$ cat src/rtl/cmd_stream_fetch.sv
// cmd_stream_fetch
//   Command-fetch stage that sits directly after the command-stream BRAM.
//   Starting at base_addr, it walks stream_len 32-bit command words.
//   Each header word is decoded and issued on the command channel.
//   The header's operands are then issued on the argument channel in beats
//   of up to four words.
//
//   Header word layout:
//     [31]    has_args -- [15:8] is an operand count, otherwise an immediate
//     [15:8]  operand count / immediate
//     [7:0]   opcode
//
// Ports
//   clk, rst_n            clock, asynchronous active-low reset
//   start                 pulse: begin a stream (ignored while busy)
//   abort                 synchronous: drop everything and return to IDLE
//   base_addr, stream_len first word address and length (words)
//   mem_addr1 / mem_rd0   header read port (combinational data)
//   mem_addr2 / mem_rd1-4 four-word burst port, words at mem_addr2+0..+3
//   cmd_valid/ready       command channel
//     cmd_opcode, cmd_field, cmd_has_args
//   arg_valid/ready       argument channel
//     arg_data            lane 0 in [31:0], unused lanes zero
//     arg_count           valid words in the beat, 1..4
//     arg_last            final beat of the command
//   busy, done, err       status; done and err are one-cycle pulses
//
// Optional feature: define CMD_STREAM_FETCH_PERF_EN to add the
//   perf_cmds and perf_stalls counters and their output ports.

module cmd_stream_fetch #(
  parameter int ADDR_W   = 32,
  parameter int MAX_ARGS = 255
) (
  input  logic              clk,
  input  logic              rst_n,
  input  logic              start,
  input  logic              abort,
  input  logic [ADDR_W-1:0] base_addr,
  input  logic [ADDR_W-1:0] stream_len,
  output logic [ADDR_W-1:0] mem_addr1,
  output logic [ADDR_W-1:0] mem_addr2,
  input  logic [31:0]       mem_rd0,
  input  logic [31:0]       mem_rd1,
  input  logic [31:0]       mem_rd2,
  input  logic [31:0]       mem_rd3,
  input  logic [31:0]       mem_rd4,
  output logic              cmd_valid,
  input  logic              cmd_ready,
  output logic [7:0]        cmd_opcode,
  output logic [7:0]        cmd_field,
  output logic              cmd_has_args,
  output logic              arg_valid,
  input  logic              arg_ready,
  output logic [127:0]      arg_data,
  output logic [2:0]        arg_count,
  output logic              arg_last,
`ifdef CMD_STREAM_FETCH_PERF_EN
  output logic [31:0]       perf_cmds,
  output logic [31:0]       perf_stalls,
`endif
  output logic              busy,
  output logic              done,
  output logic              err
);

  typedef enum logic [2:0] {
    IDLE = 3'd0,
    HDR  = 3'd1,
    CMD  = 3'd2,
    ARGF = 3'd3,
    ARGO = 3'd4,
    DONE = 3'd5
  } state_t;

  state_t            state_reg, state_next;
  logic [ADDR_W-1:0] ptr_reg, ptr_next;
  logic [ADDR_W-1:0] remaining_reg, remaining_next;
  logic [ADDR_W-1:0] args_left_reg, args_left_next;
  logic              cmd_valid_reg, cmd_valid_next;
  logic [7:0]        opcode_reg, opcode_next;
  logic [7:0]        field_reg, field_next;
  logic              has_args_reg, has_args_next;
  logic              arg_valid_reg, arg_valid_next;
  logic [127:0]      arg_data_reg, arg_data_next;
  logic [2:0]        arg_count_reg, arg_count_next;
  logic              arg_last_reg, arg_last_next;
  logic              err_reg, err_next;

  // Header decode and per-beat helpers.
  logic [ADDR_W-1:0] hdr_args;
  logic [ADDR_W-1:0] rem_dec;
  logic [2:0]        beat_n;
  logic [ADDR_W-1:0] beat_ext;
  logic [31:0]       burst [4];
  logic [127:0]      beat_data;
  state_t            after_xfer;
  logic              unused_hdr_bits;

  assign hdr_args = mem_rd0[31] ? {{(ADDR_W-8){1'b0}}, mem_rd0[15:8]} : '0;
  assign rem_dec  = remaining_reg - {{(ADDR_W-1){1'b0}}, 1'b1};
  assign beat_n   = (args_left_reg >= ADDR_W'(4)) ? 3'd4 : args_left_reg[2:0];
  assign beat_ext = {{(ADDR_W-3){1'b0}}, beat_n};

  // Header bits [30:16] carry no meaning for this stage.
  assign unused_hdr_bits = ^mem_rd0[30:16];

  assign burst[0] = mem_rd1;
  assign burst[1] = mem_rd2;
  assign burst[2] = mem_rd3;
  assign burst[3] = mem_rd4;

  // Lanes past the operand count are zeroed so the consumer never sees
  // words belonging to the next header.
  generate
    for (genvar gi = 0; gi < 4; gi++) begin : g_lane
      assign beat_data[32*gi +: 32] = (3'(gi) < beat_n) ? burst[gi] : 32'd0;
    end
  endgenerate

  // Where to go once a command or argument beat has been accepted.
  always_comb begin
    after_xfer = HDR;
    if (args_left_reg != '0) begin
      after_xfer = ARGF;
    end else if (remaining_reg == '0) begin
      after_xfer = DONE;
    end
  end

  always_comb begin
    state_next     = state_reg;
    ptr_next       = ptr_reg;
    remaining_next = remaining_reg;
    args_left_next = args_left_reg;
    cmd_valid_next = cmd_valid_reg;
    opcode_next    = opcode_reg;
    field_next     = field_reg;
    has_args_next  = has_args_reg;
    arg_valid_next = arg_valid_reg;
    arg_data_next  = arg_data_reg;
    arg_count_next = arg_count_reg;
    arg_last_next  = arg_last_reg;
    err_next       = 1'b0;

    if (abort) begin
      // Abort outranks every transition, including a same-cycle start.
      state_next     = IDLE;
      cmd_valid_next = 1'b0;
      arg_valid_next = 1'b0;
    end else begin
      case (state_reg)
        IDLE: begin
          if (start) begin
            if (stream_len == '0) begin
              state_next = DONE;
            end else begin
              ptr_next       = base_addr;
              remaining_next = stream_len;
              state_next     = HDR;
            end
          end
        end

        HDR: begin
          opcode_next    = mem_rd0[7:0];
          field_next     = mem_rd0[15:8];
          has_args_next  = mem_rd0[31];
          args_left_next = hdr_args;
          ptr_next       = ptr_reg + {{(ADDR_W-1){1'b0}}, 1'b1};
          remaining_next = rem_dec;
          // Operands must fit in what is left of the stream after the header.
          if ((hdr_args > rem_dec) || (hdr_args > ADDR_W'(MAX_ARGS))) begin
            err_next   = 1'b1;
            state_next = IDLE;
          end else begin
            cmd_valid_next = 1'b1;
            state_next     = CMD;
          end
        end

        CMD: begin
          if (cmd_ready) begin
            cmd_valid_next = 1'b0;
            state_next     = after_xfer;
          end
        end

        ARGF: begin
          arg_data_next  = beat_data;
          arg_count_next = beat_n;
          arg_last_next  = (args_left_reg <= ADDR_W'(4));
          arg_valid_next = 1'b1;
          ptr_next       = ptr_reg + beat_ext;
          remaining_next = remaining_reg - beat_ext;
          args_left_next = args_left_reg - beat_ext;
          state_next     = ARGO;
        end

        ARGO: begin
          if (arg_ready) begin
            arg_valid_next = 1'b0;
            state_next     = after_xfer;
          end
        end

        DONE: begin
          state_next = IDLE;
        end

        default: begin
          state_next     = IDLE;
          cmd_valid_next = 1'b0;
          arg_valid_next = 1'b0;
        end
      endcase
    end
  end

  always_ff @(posedge clk or negedge rst_n) begin
    if (!rst_n) begin
      state_reg     <= IDLE;
      ptr_reg       <= '0;
      remaining_reg <= '0;
      args_left_reg <= '0;
      cmd_valid_reg <= 1'b0;
      opcode_reg    <= '0;
      field_reg     <= '0;
      has_args_reg  <= 1'b0;
      arg_valid_reg <= 1'b0;
      arg_data_reg  <= '0;
      arg_count_reg <= '0;
      arg_last_reg  <= 1'b0;
      err_reg       <= 1'b0;
    end else begin
      state_reg     <= state_next;
      ptr_reg       <= ptr_next;
      remaining_reg <= remaining_next;
      args_left_reg <= args_left_next;
      cmd_valid_reg <= cmd_valid_next;
      opcode_reg    <= opcode_next;
      field_reg     <= field_next;
      has_args_reg  <= has_args_next;
      arg_valid_reg <= arg_valid_next;
      arg_data_reg  <= arg_data_next;
      arg_count_reg <= arg_count_next;
      arg_last_reg  <= arg_last_next;
      err_reg       <= err_next;
    end
  end

  // Both BRAM ports track the single walk pointer.
  assign mem_addr1    = ptr_reg;
  assign mem_addr2    = ptr_reg;
  assign cmd_valid    = cmd_valid_reg;
  assign cmd_opcode   = opcode_reg;
  assign cmd_field    = field_reg;
  assign cmd_has_args = has_args_reg;
  assign arg_valid    = arg_valid_reg;
  assign arg_data     = arg_data_reg;
  assign arg_count    = arg_count_reg;
  assign arg_last     = arg_last_reg;
  assign busy         = (state_reg != IDLE);
  assign done         = (state_reg == DONE);
  assign err          = err_reg;

`ifdef CMD_STREAM_FETCH_PERF_EN
  logic [31:0] perf_cmds_reg;
  logic [31:0] perf_stalls_reg;
  logic        perf_clear;
  logic        stall_cycle;

  assign perf_clear  = start && (state_reg == IDLE) && !abort;
  assign stall_cycle = (cmd_valid_reg && !cmd_ready) || (arg_valid_reg && !arg_ready);

  always_ff @(posedge clk or negedge rst_n) begin
    if (!rst_n) begin
      perf_cmds_reg   <= '0;
      perf_stalls_reg <= '0;
    end else if (perf_clear) begin
      perf_cmds_reg   <= '0;
      perf_stalls_reg <= '0;
    end else begin
      if (cmd_valid_reg && cmd_ready && (perf_cmds_reg != 32'hFFFF_FFFF)) begin
        perf_cmds_reg <= perf_cmds_reg + 32'd1;
      end
      if (stall_cycle && (perf_stalls_reg != 32'hFFFF_FFFF)) begin
        perf_stalls_reg <= perf_stalls_reg + 32'd1;
      end
    end
  end

  assign perf_cmds   = perf_cmds_reg;
  assign perf_stalls = perf_stalls_reg;
`endif

endmodule
$ cat config.mk
export PLATFORM = sky130hd
export DESIGN_NAME = cmd_stream_fetch
export DESIGN_NICKNAME = d
export VERILOG_FILES = /design/src/rtl/cmd_stream_fetch.sv
export SDC_FILE = /design/constraint.sdc
export NUM_CORES = 1
export LEC_CHECK = 0
export CAP_MARGIN = 20
export CELL_PAD_IN_SITES_DETAIL_PLACEMENT = 2
export CELL_PAD_IN_SITES_GLOBAL_PLACEMENT = 2
export CORE_ASPECT_RATIO = 1.75
export CORE_MARGIN = 3
export CORE_UTILIZATION = 27
export DETAILED_ROUTE_END_ITERATION = 7
export PLACE_DENSITY = 0.78
export SETUP_SLACK_MARGIN = 0.4
export SYNTH_ARGS = -nofsm -noshare
export SYNTH_HDL_FRONTEND = slang
export SYNTH_SLANG_ARGS = --single-unit
$ cat constraint.sdc
create_clock -name clk -period 4 [get_ports clk]
set_input_delay 0.8 -clock clk [delete_from_list [all_inputs] [get_ports clk]]
set_output_delay 0.8 -clock clk [all_outputs]
set_load 0.03 [all_outputs]
## Yosys cells after proc, flatten, opt, wreduce, memory -nomap -nowiden

Index checks and enable logic that the tools add are counted.

- Bits of input ports: 230
- Output and inout port bits: 218
- Word-level logic and storage cells: 89
- Register bits after elaboration: 251

- Multiplexer cells: 32
- Equality and inequality tests: 13
- Bitwise logic cells: 1
- $lt $le $gt $ge: 8
- $add $sub $neg: 5
- Reductions and logical operators: 17

Operator list:

| kind | number |
|---|---|
| two-way mux 32 bit | 8 |
| case mux 32 bit (3 select lines) | 2 |
| zero test 32 bit | 2 |
| case mux 32 bit (2 select lines) | 1 |
| subtractor 32 x 3 -> 32 bit | 2 |
| adder 32 x 1 -> 32 bit (second input constant) | 1 |
| adder 32 x 3 -> 32 bit | 1 |
| >= comparator 32 x 3 -> 1 bit (second input constant) | 1 |
| greater-than comparator 8 x 32 -> 1 bit | 1 |
| <= comparator 32 x 3 -> 1 bit (second input constant) | 1 |
| nonzero test 32 bit | 1 |
| subtractor 32 x 1 -> 32 bit (second input constant) | 1 |
| two-way mux 3 bit | 8 |
| case mux 3 bit (5 select lines) | 1 |
| inequality test 3 bit (second input constant) | 4 |
| greater-than comparator 8 bit (second input constant) | 1 |
| two-way mux 1 bit | 8 |
| two-way mux 8 bit | 1 |
| AND reduction 2 bit | 4 |
| OR reduction 4 bit | 2 |
| equality test 3 x 2 -> 1 bit (second input constant) | 2 |
| equality test 3 bit (second input constant) | 2 |
| less-than comparator 1 x 3 -> 1 bit (first input constant) | 2 |
| less-than comparator 2 x 3 -> 1 bit (first input constant) | 2 |
| 12 further kinds | 17 |

## Logic depth before layout (Yosys ltp)

- Word-level depth: 6
- Gate-level depth with buffers: 15
- Depth with buffers taken out: 14

## Worst setup path after synthesis

No wires, ideal clock.

- Path type: register to register
- From: register args_left_reg[21]
- To: register remaining_reg[30]
- Buffers on the path: 2
- Cell stages (with the launch flop): 14
- Clock period less this slack: 3.731 ns
- Required time: 3.929 ns
- Setup slack: 0.269 ns
- Setup time: 0.071 ns
- Arrival time: 3.660 ns
- Cells stage by stage: dfrtp_1 -> or4_4 -> nor4_2 -> nand3_1 -> nor2_1 -> buf_4 -> buf_2 -> ha_1 -> nor2b_1 -> or3_4 -> nor4_4 -> a21boi_1 -> or4b_1 -> nand4_1

- Longest elaborated chain between the ends: 4

RTL lines:

| item | RTL line | text |
|---|---|---|
| start, declared | 79 | `logic [ADDR_W-1:0] args_left_reg, args_left_next;` |
| start signal, assigned | 239 | `args_left_reg <= args_left_next;` |
| >= comparator 32 x 3 -> 1 bit | 102 | `assign beat_n = (args_left_reg >= ADDR_W'(4)) ? 3'd4 : args_left_reg[2:0];` |
| two-way mux 3 bit | 102 |  |
| subtractor 32 x 3 -> 32 bit | 195 | `remaining_next = remaining_reg - beat_ext;` |
| case mux 32 bit (3 select lines) | 152 | `case (state_reg)` |
| end signal, assigned | 238 | `remaining_reg <= remaining_next;` |
| end, declared | 78 | `logic [ADDR_W-1:0] remaining_reg, remaining_next;` |

No other way between the ends.
A chain may end at the register's enable or synchronous reset.

## Final worst setup path

- From: register args_left_reg[28]
- To: register remaining_reg[30]

- Longest elaborated chain between the ends: 4

RTL lines:

| item | RTL line | text |
|---|---|---|
| >= comparator 32 x 3 -> 1 bit | 102 |  |
| two-way mux 3 bit | 102 |  |
| named net beat_n[0] | 93 | `logic [2:0] beat_n;` |
| subtractor 32 x 3 -> 32 bit | 195 |  |
| case mux 32 bit (3 select lines) | 152 |  |

The timed path passes the listed nets, and every way through them passes these cells.

==> reports/results.tsv <==
stage	metric	value	unit
setup_path	crit_family	simple AND/OR/NAND/NOR gates	
yosys	synth_top_area_share	0.478	
sta	fin_ws	0.468	ns
yosys	syn_inst	1395	
yosys	synth_fa_ha_area_frac	0.0192	
grt	grt_first_pass_wirelength	94800	µm
yosys	synth_compound_area_frac	0.217	
die	dieWidth	173	µm
yosys	syn_area	13100	µm²
grt	overflow	0	
placed_design	dp.cells	2395	
cts	cts.root.buffer_cell	clkbuf_16	
routing	firstDrtPassIters	5	
die	io_pins	448	
min_path	hold_class	primary input to async pin	
die	die_area	51400	µm²
setup_path	critPathArrivalTime	4.03	ns
final_layout	nFillCells	5215	
yosys	synth_top_family_by_area	compound AO/OA/AOI/OAI gates	
routing	vias	13200	
setup_path	crit_chain	or4_4 > and4b_2 > nand3_4 > nor2_4 > nand2_2 > inv_2 > ha_4 > fa_2 > nor2b_4 > or3_4 > nor4_4 > a21boi_2 > or4b_1 > nand4_1	
yosys	synth_ff_type	dfrtp_1	
yosys	synthMuxAreaShare	0.0161	
final_layout	layout-drive-gt1-share	0.117	
final_layout	final_nets	2047	
placed_design	pre_cts_ws	0.0375	ns
final_layout	syn2layout_area_growth	49.0	%
setup_path	critical_path.max_stage_delay	0.56	ns
cts	cts.clk_slew.worst_paths	0.06	ns
sta	maxSlewHeadroom	0.307	
setup_path	ff2ff_setup_slack	0.47	ns
placed_design	place_hpwl	45500	µm
yosys	async_flop_share	1.00	
placed_design	io_buffers	432	
yosys	syn_area_per_cell	9.42	µm²
final_layout	largest_reg_flops	128	
yosys	synth_edf_count	0	
sta	rsz0062_at_grt	true	
die	rows	106	
cts	cts_tree	built	
sta	period_share	0.883	
setup_path	crit_required	4.50	ns
setup_path	crit_path_top_delay_cell	or4_4	
yosys	synthTopCellsByArea	dfrtp_1, a22o_1, nand2_1, o21ai_0, a21oi_1	
sta	slew_viol_final	0	
placed_design	place.gp.congestion	0.886	
cts	cts_buffer_depth	3	
yosys	synth_nets	1644	
pwr	ir_drop	0.000359	V
die	die_h	298	µm
final_layout	stdcell_count	2473	
flow_run	maxCapViolations	0	
routing	drc_errors	0	
yosys	synth_seq_cells	251	
yosys	synth-seq-area-share	0.478	
setup_path	path_buf_inv	1	
pwr	powerDensity	819	nW/µm²
yosys	synth-xor-area-share	0.0233	
yosys	ys_warn_count	0	
pwr	leakage	7.90	nW
sta	setup_viol	0	
cts	clock_sinks	251	
die	initial_utilization	0.274	
cts	htree_levels	1	
yosys	yosysTopAreaCell	dfrtp_1	
sta	fin_worst_skew	0.0169	ns
yosys	synth_cell_types	74	
grt	grt_pass1_vias	15000	
setup_path	cp_max_fo	5	
routing	drt_iter0_drc	578	
final_layout	regArea	6280	µm²
setup_path	startpoint_type	flip-flop	
final_layout	multi_input_area	6450	µm²
sta	fin_setup_tns	0	ns
routing	wl	62400	µm
yosys	netlist_top_cells_count	dfrtp_1, nand2_1, a22o_1	
run_status	outcome	complete, no violations	
setup_path	end_kind	flip-flop	
routing	via_per_inst	5.33	
cts	numCtsBuffers	28	
yosys	synth-simple-area-share	0.190	
setup_path	critPathKind	flip-flop to flip-flop	
sta	hold_viol_final	0	
sta	fmax	0.283	GHz
grt	grt_usage	0.234	
cts	clk_latency	0.57	ns
die	coreArea	48000	µm²
cts	holdBufCountCts	0	
grt	antenna_found_initial	7	
grt	grt_start_max_net_pins	96	
yosys	synth.most_common_cell	dfrtp_1	
sta	worst_pin_slew	1.03	ns
routing	drtAntennaViolNets	0	
sta	layout_min_cycle_time	3.53	ns
routing	wire_per_inst	25.2	µm
per-layer routing:
| metal | track usage | share of wire |
|---|---|---|
| met1 | 0.227 | 0.34 |
| met2 | 0.463 | 0.55 |
| met3 | 0.0570 | 0.060 |
| met4 | 0.0966 | 0.043 |
| met5 | 0 | 0 |
logic make-up (layout without fill, tap and decap cells):
logic type	Yosys count	after routing
AND/OR/NAND/NOR	498	498
XOR/XNOR	35	35
flip-flops	251	251
buffers and inverters	153	576
multiplexers	19	19
AO/OA/AOI/OAI	419	419
other	1	8
adder cells (fa/ha/maj)	19	19
final timing paths:
kind                                   start                end  depth (start not counted)
min                                    rst_n       arg_data[53]                          1
max reg2reg                args_left_reg[28]  remaining_reg[30]                         14
max                        args_left_reg[28]  remaining_reg[30]                         14
min reg2reg                    arg_data[104]      arg_data[104]                          2
max in group asynchronous              rst_n      arg_data[112]                          2
min in group clk               arg_data[104]      arg_data[104]                          2
layout by cell type, fill, tap and decap left out, types with 8 or more instances in the layout:
cell type / count
clkbuf_16: 28
a22o_1: 98
a211oi_1: 8
ha_1: 13
buf_4: 65
or3_1: 14
inv_1: 19
xnor2_1: 30
nand4_1: 24
a31oi_1: 19
and3_1: 10
nor3_1: 34
o211ai_1: 13
dfrtp_1: 251
a21oi_1: 72
a2bb2oi_1: 18
o21ai_1: 23
and2_1: 11
nand3_1: 34
nor4_1: 36
o22a_1: 8
nor2_1: 91
o21ai_0: 84
nand2_1: 160
mux2_2: 17
clkdlybuf4s50_1: 431
or4_1: 10
o22ai_1: 16
worst reg2reg max path: stages (launching register included):
cell,delay [ns]
dfrtp_1,0.39
or4_4,0.56
and4b_2,0.34
nand3_4,0.10
nor2_4,0.18
nand2_2,0.11
inv_2,0.09
ha_4,0.13
fa_2,0.23
nor2b_4,0.07
or3_4,0.37
nor4_4,0.19
a21boi_2,0.11
or4b_1,0.51
nand4_1,0.10
power breakdown:
group / switching, mW / total [mW] / leakage (nW) / internal, mW
logic: 4.88 / 8.39 / 4.25 / 3.51
registers: 1.17 / 4.83 / 3.16 / 3.66
clock network: 1.16 / 2.82 / 0.490 / 1.65
final cells by class:
cell class / count / share of cell area
clock buffer: 36 / 0.0404
multi-input combinational: 991 / 0.329
clock inverter: 14 / 0.00965
timing repair buffer: 505 / 0.253
inverter: 21 / 0.00403
sequential: 251 / 0.321
tap: 648 / 0.0414
antenna: 7 / 0.000895
through the flow:
stage / util / total power, mW / instance area [µm²] / hold slack (ns)
floorplan: - / 9.26 / 13200 / 0.462
global placement: 0.378 / 12.5 / 18200 / 0.464
detailed placement: 0.378 / 12.8 / 18200 / 0.469
CTS: 0.404 / 16.1 / 19400 / 0.270
global route: 0.408 / 16.9 / 19600 / 0.291
finish: 0.408 / 16.0 / 19600 / 0.239
repair_timing:
| item | in CTS | in global routing |
|---|---|---|
| hold endpoints to repair | 0 | 0 |
| resized for setup | 36 | 27 |
| setup buffers | 15 | 6 |
| pin swaps | 17 | 20 |
| setup endpoints to repair | 36 | 56 |
Power figures use the tool's default switching activity.
